`src/rtl/ntt_pkg.sv`:
```
// Shared constants, state encoding and butterfly address helper for the NTT/INTT stage sequencer.
package ntt_pkg;

  localparam int unsigned N_LOG   = 8;
  localparam int unsigned STAGES  = 7;
  localparam int unsigned BF_LAT  = 7;
  localparam int unsigned ADDR_W  = N_LOG;
  localparam int unsigned TW_W    = STAGES;
  localparam int unsigned J_W     = N_LOG - 1;
  localparam int unsigned STAGE_W = $clog2(STAGES);

  typedef enum logic [1:0] {
    IDLE,
    RUN,
    DRAIN,
    DONE
  } state_t;

  typedef struct packed {
    logic [ADDR_W-1:0] addrA;
    logic [ADDR_W-1:0] addrB;
    logic [TW_W-1:0]   tw;
  } beat_t;

  // CT halves the butterfly span each stage, GS doubles it; both reduce to len = 1 << sh.
  function automatic beat_t calcBeat(input logic mode,
                                     input logic [STAGE_W-1:0] stage,
                                     input logic [J_W-1:0] j);
    int unsigned sh;
    int unsigned len;
    int unsigned g;
    int unsigned k;
    int unsigned base;
    int unsigned tw;
    beat_t beat;
    sh   = mode ? (32'(stage) + 32'd1) : ((N_LOG - 32'd1) - 32'(stage));
    len  = 32'd1 << sh;
    g    = 32'(j) >> sh;
    k    = 32'(j) & (len - 32'd1);
    base = (g << (sh + 32'd1)) + k;
    tw   = mode ? ((32'd1 << (STAGES - 32'(stage))) - 32'd1 - g)
                : ((32'd1 << stage) + g);
    beat.addrA = ADDR_W'(base);
    beat.addrB = ADDR_W'(base + len);
    beat.tw    = TW_W'(tw);
    return beat;
  endfunction

endpackage

```
`src/rtl/ntt_stage_ctrl_if.sv`:
```
// Control/address bundle between the stage sequencer and its coefficient RAM / butterfly datapath.
interface ntt_stage_ctrl_if;
  import ntt_pkg::*;

  logic              start;
  logic              mode;
  logic              busy;
  logic              done;
  logic              bf_mode;
  logic              rd_en;
  logic [ADDR_W-1:0] rd_addr_a;
  logic [ADDR_W-1:0] rd_addr_b;
  logic [TW_W-1:0]   tw_addr;
  logic              wr_en;
  logic [ADDR_W-1:0] wr_addr_a;
  logic [ADDR_W-1:0] wr_addr_b;

  modport master (
    output start, mode,
    input  busy, done, bf_mode, rd_en, rd_addr_a, rd_addr_b, tw_addr,
    input  wr_en, wr_addr_a, wr_addr_b
  );

  modport slave (
    input  start, mode,
    output busy, done, bf_mode, rd_en, rd_addr_a, rd_addr_b, tw_addr,
    output wr_en, wr_addr_a, wr_addr_b
  );

endinterface

```
`src/rtl/shift_n.sv`:
```
// Fixed-depth delay line; reset clears every tap so nothing stale emerges afterwards.
module shift_n #(
  parameter int unsigned data_width = 1,
  parameter int unsigned depth      = 1
) (
  input  logic                  clk,
  input  logic                  rst,
  input  logic [data_width-1:0] i_data,
  output logic [data_width-1:0] o_data
);

  logic [data_width-1:0] r_pipe [depth];

  always_ff @(posedge clk or posedge rst) begin
    if (rst) begin
      for (int i = 0; i < depth; i++) r_pipe[i] <= '0;
    end else begin
      r_pipe[0] <= i_data;
      for (int i = 1; i < depth; i++) r_pipe[i] <= r_pipe[i-1];
    end
  end

  assign o_data = r_pipe[depth-1];

endmodule

```
`src/rtl/ntt_stage_ctrl.sv`:
```
// In-place radix-2 NTT/INTT sequencer: one butterfly read per cycle, write-back delayed by the
// butterfly latency, and a drain gap between stages so no stage reads a coefficient still in flight.
module ntt_stage_ctrl
  import ntt_pkg::*;
(
  input  logic           clk,
  input  logic           rst,
  ntt_stage_ctrl_if.slave bus
);

  localparam int unsigned D_W    = (BF_LAT > 1) ? $clog2(BF_LAT) : 1;
  localparam int unsigned PIPE_W = 1 + 2 * ADDR_W;

  state_t               r_state;
  state_t               w_nextState;
  logic                 r_mode;
  logic                 w_nextMode;
  logic [STAGE_W-1:0]   r_stage;
  logic [STAGE_W-1:0]   w_nextStage;
  logic [J_W-1:0]       r_j;
  logic [J_W-1:0]       w_nextJ;
  logic [D_W-1:0]       r_d;
  logic [D_W-1:0]       w_nextD;
  logic                 r_rdEn;
  logic                 r_busy;
  logic                 r_done;
  beat_t                r_beat;
  logic [PIPE_W-1:0]    w_wrPipe;

  always_ff @(posedge clk or posedge rst) begin
    if (rst) begin
      r_state <= IDLE;
      r_mode  <= 1'b0;
      r_stage <= '0;
      r_j     <= '0;
      r_d     <= '0;
    end else begin
      r_state <= w_nextState;
      r_mode  <= w_nextMode;
      r_stage <= w_nextStage;
      r_j     <= w_nextJ;
      r_d     <= w_nextD;
    end
  end

  always_comb begin
    w_nextState = r_state;
    w_nextMode  = r_mode;
    w_nextStage = r_stage;
    w_nextJ     = r_j;
    w_nextD     = r_d;
    case (r_state)
      IDLE: begin
        if (bus.start) begin
          w_nextState = RUN;
          w_nextMode  = bus.mode;
          w_nextStage = '0;
          w_nextJ     = '0;
        end
      end
      RUN: begin
        w_nextJ = r_j + 1'b1;
        if (&r_j) begin
          w_nextState = DRAIN;
          w_nextD     = '0;
        end
      end
      DRAIN: begin
        w_nextD = r_d + 1'b1;
        // Last write-back of this stage lands now; next stage may read from the following cycle.
        if (r_d == D_W'(BF_LAT - 1)) begin
          w_nextD = '0;
          if (r_stage < STAGE_W'(STAGES - 1)) begin
            w_nextState = RUN;
            w_nextStage = r_stage + 1'b1;
            w_nextJ     = '0;
          end else begin
            w_nextState = DONE;
          end
        end
      end
      DONE: begin
        w_nextState = IDLE;
      end
      default: begin
        w_nextState = IDLE;
      end
    endcase
  end

  // Outputs are computed from the next state so they are registered yet aligned with it.
  always_ff @(posedge clk or posedge rst) begin
    if (rst) begin
      r_rdEn <= 1'b0;
      r_busy <= 1'b0;
      r_done <= 1'b0;
      r_beat <= '0;
    end else begin
      r_rdEn <= (w_nextState == RUN);
      r_busy <= (w_nextState == RUN) || (w_nextState == DRAIN);
      r_done <= (w_nextState == DONE);
      r_beat <= (w_nextState == RUN) ? calcBeat(w_nextMode, w_nextStage, w_nextJ) : '0;
    end
  end

  shift_n #(
    .data_width(PIPE_W),
    .depth     (BF_LAT)
  ) u_wrDelay (
    .clk   (clk),
    .rst   (rst),
    .i_data({r_rdEn, r_beat.addrA, r_beat.addrB}),
    .o_data(w_wrPipe)
  );

  assign bus.busy      = r_busy;
  assign bus.done      = r_done;
  assign bus.bf_mode   = r_mode;
  assign bus.rd_en     = r_rdEn;
  assign bus.rd_addr_a = r_beat.addrA;
  assign bus.rd_addr_b = r_beat.addrB;
  assign bus.tw_addr   = r_beat.tw;
  assign bus.wr_en     = w_wrPipe[PIPE_W-1];
  assign bus.wr_addr_a = w_wrPipe[2*ADDR_W-1 -: ADDR_W];
  assign bus.wr_addr_b = w_wrPipe[ADDR_W-1:0];

endmodule

```
`src/flat_wrapper.sv`:
```
// flat-port wrapper written by rule: the top's interface ports become plain ports
module ntt_stage_ctrl_flat import ntt_pkg::*;
  (clk, rst, bus_start, bus_mode, bus_busy, bus_done, bus_bf_mode, bus_rd_en, bus_rd_addr_a, bus_rd_addr_b, bus_tw_addr, bus_wr_en, bus_wr_addr_a, bus_wr_addr_b);
  ntt_stage_ctrl_if bus_i ();
  input  logic clk;
  input  logic rst;
  input wire logic [$bits(bus_i.start)-1:0] bus_start;
  input wire logic [$bits(bus_i.mode)-1:0] bus_mode;
  output wire logic [$bits(bus_i.busy)-1:0] bus_busy;
  output wire logic [$bits(bus_i.done)-1:0] bus_done;
  output wire logic [$bits(bus_i.bf_mode)-1:0] bus_bf_mode;
  output wire logic [$bits(bus_i.rd_en)-1:0] bus_rd_en;
  output wire logic [$bits(bus_i.rd_addr_a)-1:0] bus_rd_addr_a;
  output wire logic [$bits(bus_i.rd_addr_b)-1:0] bus_rd_addr_b;
  output wire logic [$bits(bus_i.tw_addr)-1:0] bus_tw_addr;
  output wire logic [$bits(bus_i.wr_en)-1:0] bus_wr_en;
  output wire logic [$bits(bus_i.wr_addr_a)-1:0] bus_wr_addr_a;
  output wire logic [$bits(bus_i.wr_addr_b)-1:0] bus_wr_addr_b;
  assign bus_i.start = bus_start;
  assign bus_i.mode = bus_mode;
  assign bus_busy = bus_i.busy;
  assign bus_done = bus_i.done;
  assign bus_bf_mode = bus_i.bf_mode;
  assign bus_rd_en = bus_i.rd_en;
  assign bus_rd_addr_a = bus_i.rd_addr_a;
  assign bus_rd_addr_b = bus_i.rd_addr_b;
  assign bus_tw_addr = bus_i.tw_addr;
  assign bus_wr_en = bus_i.wr_en;
  assign bus_wr_addr_a = bus_i.wr_addr_a;
  assign bus_wr_addr_b = bus_i.wr_addr_b;
  ntt_stage_ctrl u_core (.clk(clk), .rst(rst), .bus(bus_i));
endmodule
```
`config.mk`:
```
export PLATFORM = sky130hd
export DESIGN_NAME = ntt_stage_ctrl_flat
export DESIGN_NICKNAME = d
export VERILOG_FILES = /design/src/rtl/ntt_pkg.sv /design/src/rtl/ntt_stage_ctrl_if.sv /design/src/rtl/shift_n.sv /design/src/rtl/ntt_stage_ctrl.sv /design/src/flat_wrapper.sv
export SDC_FILE = /design/constraint.sdc
export NUM_CORES = 1
export LEC_CHECK = 0
export ABC_AREA = 1
export CAP_MARGIN = 15
export CORE_ASPECT_RATIO = 0.75
export CORE_MARGIN = 8
export CORE_UTILIZATION = 51
export CTS_CLUSTER_DIAMETER = 200
export DETAILED_ROUTE_END_ITERATION = 10
export PLACE_DENSITY = 0.69
export SYNTH_ARGS = -nofsm -noshare
export SYNTH_HDL_FRONTEND = slang
export SYNTH_SLANG_ARGS = --single-unit
```
`constraint.sdc`:
```
create_clock -name clk -period 5.75 [get_ports clk]
set_clock_uncertainty 0.15 [all_clocks]
set_input_delay 0.575 -clock clk [delete_from_list [all_inputs] [get_ports clk]]
set_output_delay 0.575 -clock clk [all_outputs]
set_load 0.02 [all_outputs]
```
**After elaboration in Yosys (flattened, before gate mapping)**

Index checks and enable logic that the tools add are counted.

- Flip-flop bits (word level): 161
- Bits of input ports: 4
- Output and inout bits: 44
- Word-level logic and storage cells: 71

- $add $sub $neg: 12
- $lt $le $gt $ge: 1
- Equality and inequality tests: 8
- Shifts and indexed selects: 5
- Muxes and demuxes: 21
- Bitwise operators: 1
- Reductions and logical operators: 5

Operators with widths:

| operator | number |
|---|---|
| $add 32x1->32 const B | 1 |
| $mux 32 | 1 |
| $shl 1x32->7 const A | 1 |
| $shl 1x32->8 const A | 1 |
| $shl 32x32->8 | 1 |
| $shr 7x32->32 | 1 |
| $mux 7 | 4 |
| $mux 23 | 1 |
| $pmux 7 s3 | 1 |
| $add 8x8->8 | 2 |
| $mux 3 | 5 |
| $pmux 3 s2 | 2 |
| $and 7x8->8 | 1 |
| $eq 2x2->1 const B | 4 |
| $mux 2 | 4 |
| $pmux 2 s4 | 1 |
| $sub 8x1->8 const B | 1 |
| $add 7x1->7 const B | 1 |
| $add 7x7->7 | 1 |
| $reduce_and 7->1 | 1 |
| $shl 1x3->7 const A | 1 |
| $sub 7x1->7 const B | 1 |
| $sub 7x7->7 | 1 |
| $add 3x1->3 const B | 2 |
| 11 further kinds | 13 |

**Depth between registers and ports, before layout**

Gate-level depths: netlist (run 1).

- Depth after elaboration: 12
- Gate-level depth with buffers: 42
- Mapped depth without buffers: 41

**Hierarchy**

A second synthesis (run 1) with hierarchy kept.

- Cell total of the unflattened synthesis: 650
- Area total of the unflattened synthesis: 6769.0 sq um

Modules (own cells, without submodules):

| module | times used | cells an instance | area an instance (sq um) | sequential area each (sq um) |
|---|---|---|---|---|
| ntt_stage_ctrl | 1 | 513 | 3659.8 | 1051.0 |
| shift_n | 1 | 137 | 3109.2 | 2977.9 |

**Least setup slack after synthesis (run 1)**

Ideal clock, no wire load.

- Path kind: reg-to-reg
- Start: register u_core.r_stage[1]
- End: register u_core.r_beat, in the netlist u_core.bus.rd_addr_b[7]
- Library setup time: 119 ps
- Arrival time: 4747 ps
- Data required time: 5481 ps
- Setup slack: 734 ps
- Stages on the path, launching flop included: 32
- Path buffers: 0
- Clock period less this slack: 5016 ps
- Cell sequence: dfrtp_1 ha_1 a21oi_1 nand2_1 nand3_1 nand3_2 ha_1 ha_1 nand2_2 nand2_4 inv_2 ha_1 clkinv_1 nor2_1 ha_1 inv_1 fa_1 nor2_1 o21ai_0 nand2_1 xor2_1 inv_1 ha_1 a21oi_1 nor2_1 nor2_1 nor2_1 nor2_1 xnor2_1 nand3_2 nand2_1 nor2_1

- Longest elaborated chain between the ends: 12
- Elaborated cells between the ends (all ways): 25
- Classes of those cells: add/sub (7); order compare (1); eq/ne (1); shift (3); mux (12); bitwise (1)

RTL lines:

| what | RTL line | RTL |
|---|---|---|
| start, declared | ntt_stage_ctrl.sv:18 | `logic [STAGE_W-1:0] r_stage;` |
| start signal, assigned | ntt_stage_ctrl.sv:40 | `r_stage <= w_nextStage;` |
| $add 3x1->3 or $lt 3x3->1 (tied branches) | ntt_stage_ctrl.sv:75, ntt_stage_ctrl.sv:73 |  |
| $mux 3 | ntt_stage_ctrl.sv:73 | `if (r_stage < STAGE_W'(STAGES - 1)) begin` |
| $mux 3 | ntt_stage_ctrl.sv:71 | `if (r_d == D_W'(BF_LAT - 1)) begin` |
| $pmux 3 s2 (*) | ntt_stage_ctrl.sv:52 | `case (r_state)` |
| named net u_core.w_nextStage[1] | ntt_stage_ctrl.sv:19 | `logic [STAGE_W-1:0] w_nextStage;` |
| $sub 3x3->4 or $add 3x1->4 (tied branches) | ntt_pkg.sv:36 | `sh = mode ? (32'(stage) + 32'd1) : ((N_LOG - 32'd1) - 32'(stage));` |
| $mux 32 (*) | ntt_pkg.sv:36 |  |
| branches (longest 4 deep; another with $add 32x1->32) | n/a |  |
| $add 8x8->8 (*) | ntt_pkg.sv:44 | `beat.addrB = ADDR_W'(base + len);` |
| $mux 23 (*) | ntt_stage_ctrl.sv:102 | `r_beat <= (w_nextState == RUN) ? calcBeat(w_nextMode, w_nextStage, w_nextJ) : '0;` |
| end signal, assigned | ntt_stage_ctrl.sv:102 |  |
| end, declared | ntt_stage_ctrl.sv:27 | `beat_t r_beat;` |

Mark *: on every way through the listed nets, which the timed path passes.
A chain may end at the register's enable or synchronous reset.

**Final worst setup path (run 1)**

Same ends and word-level chain as after synthesis.

==> flow_summary.toml, run 1 <==
[die]
core_region_area_mm2 = 0.0131
io_pins = 48
dieArea_mm2 = 0.0175
die-height_um = 117
core.rowCount = 36
die-width_um = 150
start_util = 0.526

[clock_network]
clockBufferDepth = 2
htree_levels = 4
cts_made_buffers = 17
cts.sinks = 161
cts_tree = "built"
path_clk_slew_ps = 70
clk_latency_ps = 420
root_buffer = "clkbuf_16"

[status]
outcome = "completed"

[global_routing]
grt-ovfl-total = 0
grt_pass1_wl_um = 23500
antenna_found_initial = 0
grt_pass1_vias = 4730
grt_max_degree = 109
gr-usage-all-layers = 0.174

[critical_path]
cp_slowest_cell = "fa_1"
crit_top_cell = "nor2_1"
reg2reg_from = "u_core.r_stage[1]"
worst-setup-path-type = "register to register"
required_ps = 5910
cp-start-kind = "register"
rrSetupSlack_ps = 380
end_kind = "register"
reg2regPathDepth = 35
path_max_fanout = 6
max_stage_delay_ps = 520
reg2reg_to = "u_core.bus.rd_addr_b[7]"
arrival_ps = 5540

[cells_and_area]
drive_gt1_frac = 0.164
nets = 782
diodes = 0
layout_common_cells = "dfrtp_1, nand2_1, inv_1"
final_cells = 920
area.growth.synth_to_final_pct = 20.2
multi_input_area_mm2 = 0.00237
layout.cells.most_common = "dfrtp_1"
utilization = 0.632
regArea_mm2 = 0.00403
fill_cells = 1024

[placed_design]
dp.cells = 886
port_buffers = 47
place.gp.congestion = 0.897
hpwl_um = 10000

[power]
total_power_mw = 3.72
p_per_area_mw_per_mm2 = 449
cellLeakagePower_nw = 4.24
ir_drop_v = 0.000249

[logic_synthesis]
yosysWarnings = 0
synth_fp_nets = 711
ys_seq_area_frac = 0.584
yosysUniqueCellTypes = 40
synth_seq_cells = 161
netlist_area_mm2 = 0.00690
avgSynthCellArea_um2 = 10.4
netlist_instances = 665

[min_path]
hold-path-endpoint = "u_core.u_wrDelay.r_pipe[57]"
hp-start = "u_core.u_wrDelay.r_pipe[74]"
hold_path_class = "register to register"
min_path_cells = 0

[timing]
slew_headroom = 0.387
report.final.slew_viol_count = 0
fin_crit_sh = 0.934
setup_viol = 0
tightestPinTransition_ps = 920
hold_viol = 0
timing.fmax_mhz = 186
min_period_ps = 5370

[routing]
routed_wl_um = 13900
drtPass1Iterations = 7
detail_route.vias_per_cell = 4.99
detail-route-antenna-nets = 0
remaining_drc_errors = 0
wire_per_inst_um = 15.1
drt_iter0_markers = 324
vias = 4594

[run]
cap_violations = 0
-- how the worst max path moves through the flow --
stage                              end  cells past startpoint         startpoint  slack [ps]
2_1_floorplan       u_core.bus.bf_mode                      1                rst         680
3_5_place_dp   u_core.bus.rd_addr_b[7]                     36          bus_start         -40
5_1_grt        u_core.bus.rd_addr_b[7]                     35  u_core.r_stage[1]         -40
6_report       u_core.bus.rd_addr_b[7]                     35  u_core.r_stage[1]         380
4_1_cts        u_core.bus.rd_addr_b[7]                     35  u_core.r_stage[1]         190
3_3_place_gp   u_core.bus.rd_addr_b[7]                     33          bus_start         170
-- registers in the layout, summed over array words and instances (netlist names), 2 cells and up --
name	count
u_core.bus.rd_addr_b	8
u_core.bus.rd_addr_a	8
u_core.u_wrDelay.o_data	17
u_core.r_stage	3
u_core.u_wrDelay.r_pipe	102
u_core.r_state	2
u_core.bus.tw_addr	7
u_core.r_d	3
u_core.r_j	7
-- synthesized netlist by cell type (all sizes together) --
library cell  instances  area, um2
a22oi                 1       7.51
ha                   38        475
fa                    4       80.1
o31ai                 3       22.5
nand3                42        260
o22ai                 2       12.5
nor3                  3       15.0
nand3b                2       15.0
nand2               128        574
clkinv                1       3.75
a211oi                2       15.0
dfrtp               161       4030
and3                  1       6.26
o21ai                25        133
nand4                 3       18.8
nor2                 78        363
xor2                  6       52.6
o21bai                5       37.5
clkbuf                1       3.75
a31oi                 2       12.5
inv                  92        355
buf                  20        163
a21oi                41        213
or2                   3       18.8
xnor2                 1       8.76
-- area by class of cell --
type,count,area share
clock inverters,13,0.0228
multi-input cells,390,0.286
well taps,171,0.0258
inverters,93,0.0439
clock buffers,19,0.0546
repair buffers,73,0.0803
flip-flops and latches,161,0.486
-- where the power goes --
part	total (mW)	internal (mW)	switching [mW]	leakage, nW
Combinational	1.02	0.413	0.609	1.86
Clock	1.20	0.723	0.476	0.312
Sequential	1.50	1.40	0.0969	2.07
-- through the flow --
stage,setup TNS (ps),instance area [um2],hold WS [ps],setup slack (ps)
finish,0,8290,189,378
floorplan,0,6900,181,677
global route,-69.9,8290,200,-40.7
CTS,0,8240,192,193
detailed placement,-36.6,7600,185,-36.6
global placement,0,7600,182,173
-- routing by layer --
layer | wire (um) | part of all wire | up-vias | track usage
li1 | - | - | 2241 | -
met1 | 6660 | 0.48 | 2193 | 0.237
met2 | 6050 | 0.44 | 133 | 0.261
met3 | 920 | 0.066 | 27 | 0.0476
met4 | 230 | 0.017 | 0 | 0.0657
met5 | 0 | 0 | - | 0
-- critical path: cells and delay by family (launching register included) --
family,cells,cell delay [ps]
simple gates,20,1880
fa+ha+maj,6,1810
compound gates,4,590
flops,1,440
buf+inv,4,260
xor+xnor,1,150
-- repair_timing --
| item | 4_1_cts | 5_1_grt |
|---|---|---|
| setup buffers | 0 | 2 |
| setup endpoints to repair | 0 | 2 |
| resized for setup | 0 | 8 |
| hold buffers | 0 | 0 |
-- kinds of logic after synthesis --
logic type	after synthesis	synth area share
adders and majority gates	42	0.0806
AOI/OAI and AO/OA	81	0.0657
DFF	161	0.584
buffers and inverters	114	0.0762
and+or+nand+nor	260	0.184
xor gates and xnor gates	7	0.00889
Power figures use the tool's default switching activity.
==> run 2: changes to the inputs <==
- RECOVER_POWER: not set -> 50
==> results of run 2 <==
The final DEF is identical to that of run 1; final timing and power are the same.
==> run 3: changes to the inputs <==
- CORE_UTILIZATION: 51 -> 45
- PLACE_DENSITY: 0.69 -> 0.62
- SYNTH_HIERARCHICAL: not set -> 1
==> run 3 against run 2 <==
Against the previous run: the flow now finishes with violations (max-capacitance violations, max-slew violations); critical path type unchanged; synthesized cell count shrank 2.3%; non-clock buffer count shrank 10; wire length shrank 8.2%; flip-flop and latch count is the same; worst hold slack gained 3.9 ps; register-to-register slack gained 90 ps; final cell count is the same; via count shrank 3.2%; global-route usage shrank 3.0 points; first-iteration DRC count grew 6.5%; design area shrank 2.9%; die area grew 9.9%.
==> flow_summary.toml, run 3 <==
[power]
p_sw_mw = 0.467
comb_power_share = 0.015
p_per_area_mw_per_mm2 = 283
cellLeakagePower_nw = 3.77
ir_drop_v = 0.000183
p_int_mw = 1.81
total_power_mw = 2.27
switching_share = 0.206
p_clk_frac = 0.480
seqPwrFrac = 0.505

[timing]
setup_tns_ps = 0
min_period_ps = 5280
report.final.slew_viol_count = 106
fin_crit_sh = 0.918
slew_headroom = -0.676
worst_slack_ps = 471
hold_viol = 0
tightestPinTransition_ps = 2500
setup_viol = 0
holdWs_ps = 193
rsz0062_at_grt = "false"
timing.fmax_mhz = 189

[critical_path]
end_kind = "register"
arrival_ps = 5440
path_max_fanout = 7
reg2regPathDepth = 36
cp-start-kind = "register"
rrSetupSlack_ps = 470
reg2reg_to = "u_core/bus.rd_addr_b[7]"
worst-setup-path-type = "register to register"
reg2reg_from = "u_core/r_stage[0]"
max_stage_delay_ps = 380
required_ps = 5910
cp_slowest_cell = "dfrtp_1"
crit_top_cell = "nor2_1"

[die]
core.rowCount = 38
core_region_area_mm2 = 0.0146
io_pins = 48
die-width_um = 158
dieArea_mm2 = 0.0193
start_util = 0.464
die-height_um = 122

[logic_synthesis]
synth_top_cell_by_area = "dfrtp_1"
yosysUniqueCellTypes = 39
synth.area.top_cells = "dfrtp_1, ha_1, nand2_1, inv_1, nor2_1"
netlist_area_mm2 = 0.00677
yosys_most_used_dff = "dfrtp_1"
synth.most_common_cell = "dfrtp_1"
synth-edff-count = 0
netlist_instances = 650
async_reset_ff_frac = 1.00
ys_seq_area_frac = 0.595
synth_seq_cells = 161
synth_fp_nets = 694
netlist.area_leader.share = 0.595
yosysWarnings = 6
avgSynthCellArea_um2 = 10.4
ys_top_cells_by_count = "dfrtp_1, nand2_1, inv_1"

[routing]
drt_iter0_markers = 345
routed_wl_um = 12700
wire_per_inst_um = 13.8
detail-route-antenna-nets = 0
detail_route.vias_per_cell = 4.83
drtPass1Iterations = 5
vias = 4446
remaining_drc_errors = 0

[clock_network]
root_buffer = "clkbuf_16"
htree_levels = 4
cts_tree = "built"
clockBufferDepth = 2
cts_made_buffers = 17
ctsHoldBuffers = 0
path_clk_slew_ps = 60
cts.sinks = 161
clk_latency_ps = 410

[status]
outcome = "complete, but fails checks"
violations = "max-capacitance violations, max-slew violations"

[placed_design]
hpwl_um = 9180
place.gp.congestion = 0.866
placed_area_mm2 = 0.00742
dp_slack_ps = -30.1
port_buffers = 47

[global_routing]
grt_max_degree = 63
grt-ovfl-total = 0
grt_pass1_vias = 4464
antenna_found_initial = 1
gr-usage-all-layers = 0.143
grt_pass1_wl_um = 21700

[cells_and_area]
stdcell_area_mm2 = 0.00805
layout_common_cells = "dfrtp_1, nand2_1, inv_1"
drive_gt1_frac = 0.143
layout.cells.most_common = "dfrtp_1"
largest-register = "u_core/u_wrDelay/r_pipe"
nets = 753
largest_reg_flops = 102
diodes = 0
area.growth.synth_to_final_pct = 18.9
fill_cells = 1246

[min_path]
min_path_cells = 0
hp-start = "u_core/u_wrDelay/r_pipe[115]"
hold-path-endpoint = "u_core/u_wrDelay/r_pipe[98]"
hold_path_class = "register to register"

[run]
cap_violations = 2
==> run 3: cell types whose count changed after synthesis, moves of 3 or more <==
| cell | before | now |
|---|---|---|
| inv_1 | 82 | 74 |
| buf_6 | 0 | 3 |
| o21ai_0 | 22 | 29 |
| nand3_2 | 10 | 5 |
| a21oi_1 | 39 | 33 |
| xor2_1 | 6 | 11 |
| nand2_2 | 16 | 13 |
| nand3_1 | 32 | 39 |
| o21ai_1 | 1 | 4 |
| nand2_1 | 106 | 91 |
==> run 3: final cells by class <==
class	instances	area, um2	area share
inverter	85	324	0.0403
tap	200	250	0.0311
sequential	161	4030	0.501
multi-input combinational	381	2280	0.283
clock buffer	20	447	0.0555
timing repair buffer	63	587	0.0729
clock inverter	10	129	0.0160
==> run 3: critical path: cells and delay by family (launching register included) <==
family,cells,cell delay (ps)
XOR/XNOR,2,370
AND/OR/NAND/NOR,18,1710
buffers and inverters,6,500
AO/OA/AOI/OAI,5,630
adder cells (fa/ha/maj),5,1420
flip-flops,1,380
==> run 3: routing by layer <==
metal	vias to the layer above	wire length, um	GRT usage
met3	11	717	0.0425
met1	2141	5930	0.185
met2	116	5920	0.231
met5	-	0	0
met4	0	148	0.0457
li1	2178	-	-
==> run 3: logic make-up after synthesis <==
group	Yosys count	synth area share
and+or+nand+nor	247	0.171
DFF	161	0.595
buffers and inverters	108	0.0734
AOI/OAI and AO/OA	80	0.0645
adders and majority gates	40	0.0784
xor gates and xnor gates	13	0.0168
other	1	0.000554
==> run 3: through the flow <==
stage,utilization,instances
finish,0.551,920
global route,0.551,920
CTS,0.547,917
detailed placement,0.508,887
global placement,0.508,887
floorplan,-,650
==> run 3: worst max-delay path by stage <==
stage                                  from                       to  slack [ps]  cells after the start
after global placement            bus_start  u_core/bus.rd_addr_b[7]         160                     35
after floorplan                   bus_start  u_core/bus.rd_addr_b[7]         540                     35
final                     u_core/r_stage[0]  u_core/bus.rd_addr_b[7]         470                     36
after CTS                 u_core/r_stage[1]  u_core/bus.rd_addr_b[7]         200                     36
after global routing      u_core/r_stage[0]  u_core/bus.rd_addr_b[7]           9                     35
after detailed placement          bus_start  u_core/bus.rd_addr_b[7]         -30                     37
==> run 3: timing repair <==
| action | CTS | global route |
|---|---|---|
| gates resized for setup | 0 | 16 |
| setup buffers | 0 | 3 |
| setup endpoints to repair | 0 | 1 |
==> run 3: power groups by stage <==
stage | logic (mW) | clock network (mW) | registers (mW)
6_report | 0.0347 | 1.09 | 1.15
5_1_grt | 0.0415 | 1.17 | 1.15
4_1_cts | 0.0373 | 1.13 | 1.15
3_5_place_dp | 0.0373 | 0 | 1.17
3_3_place_gp | 0.0366 | 0 | 1.17
2_1_floorplan | 0.0235 | 0 | 1.17
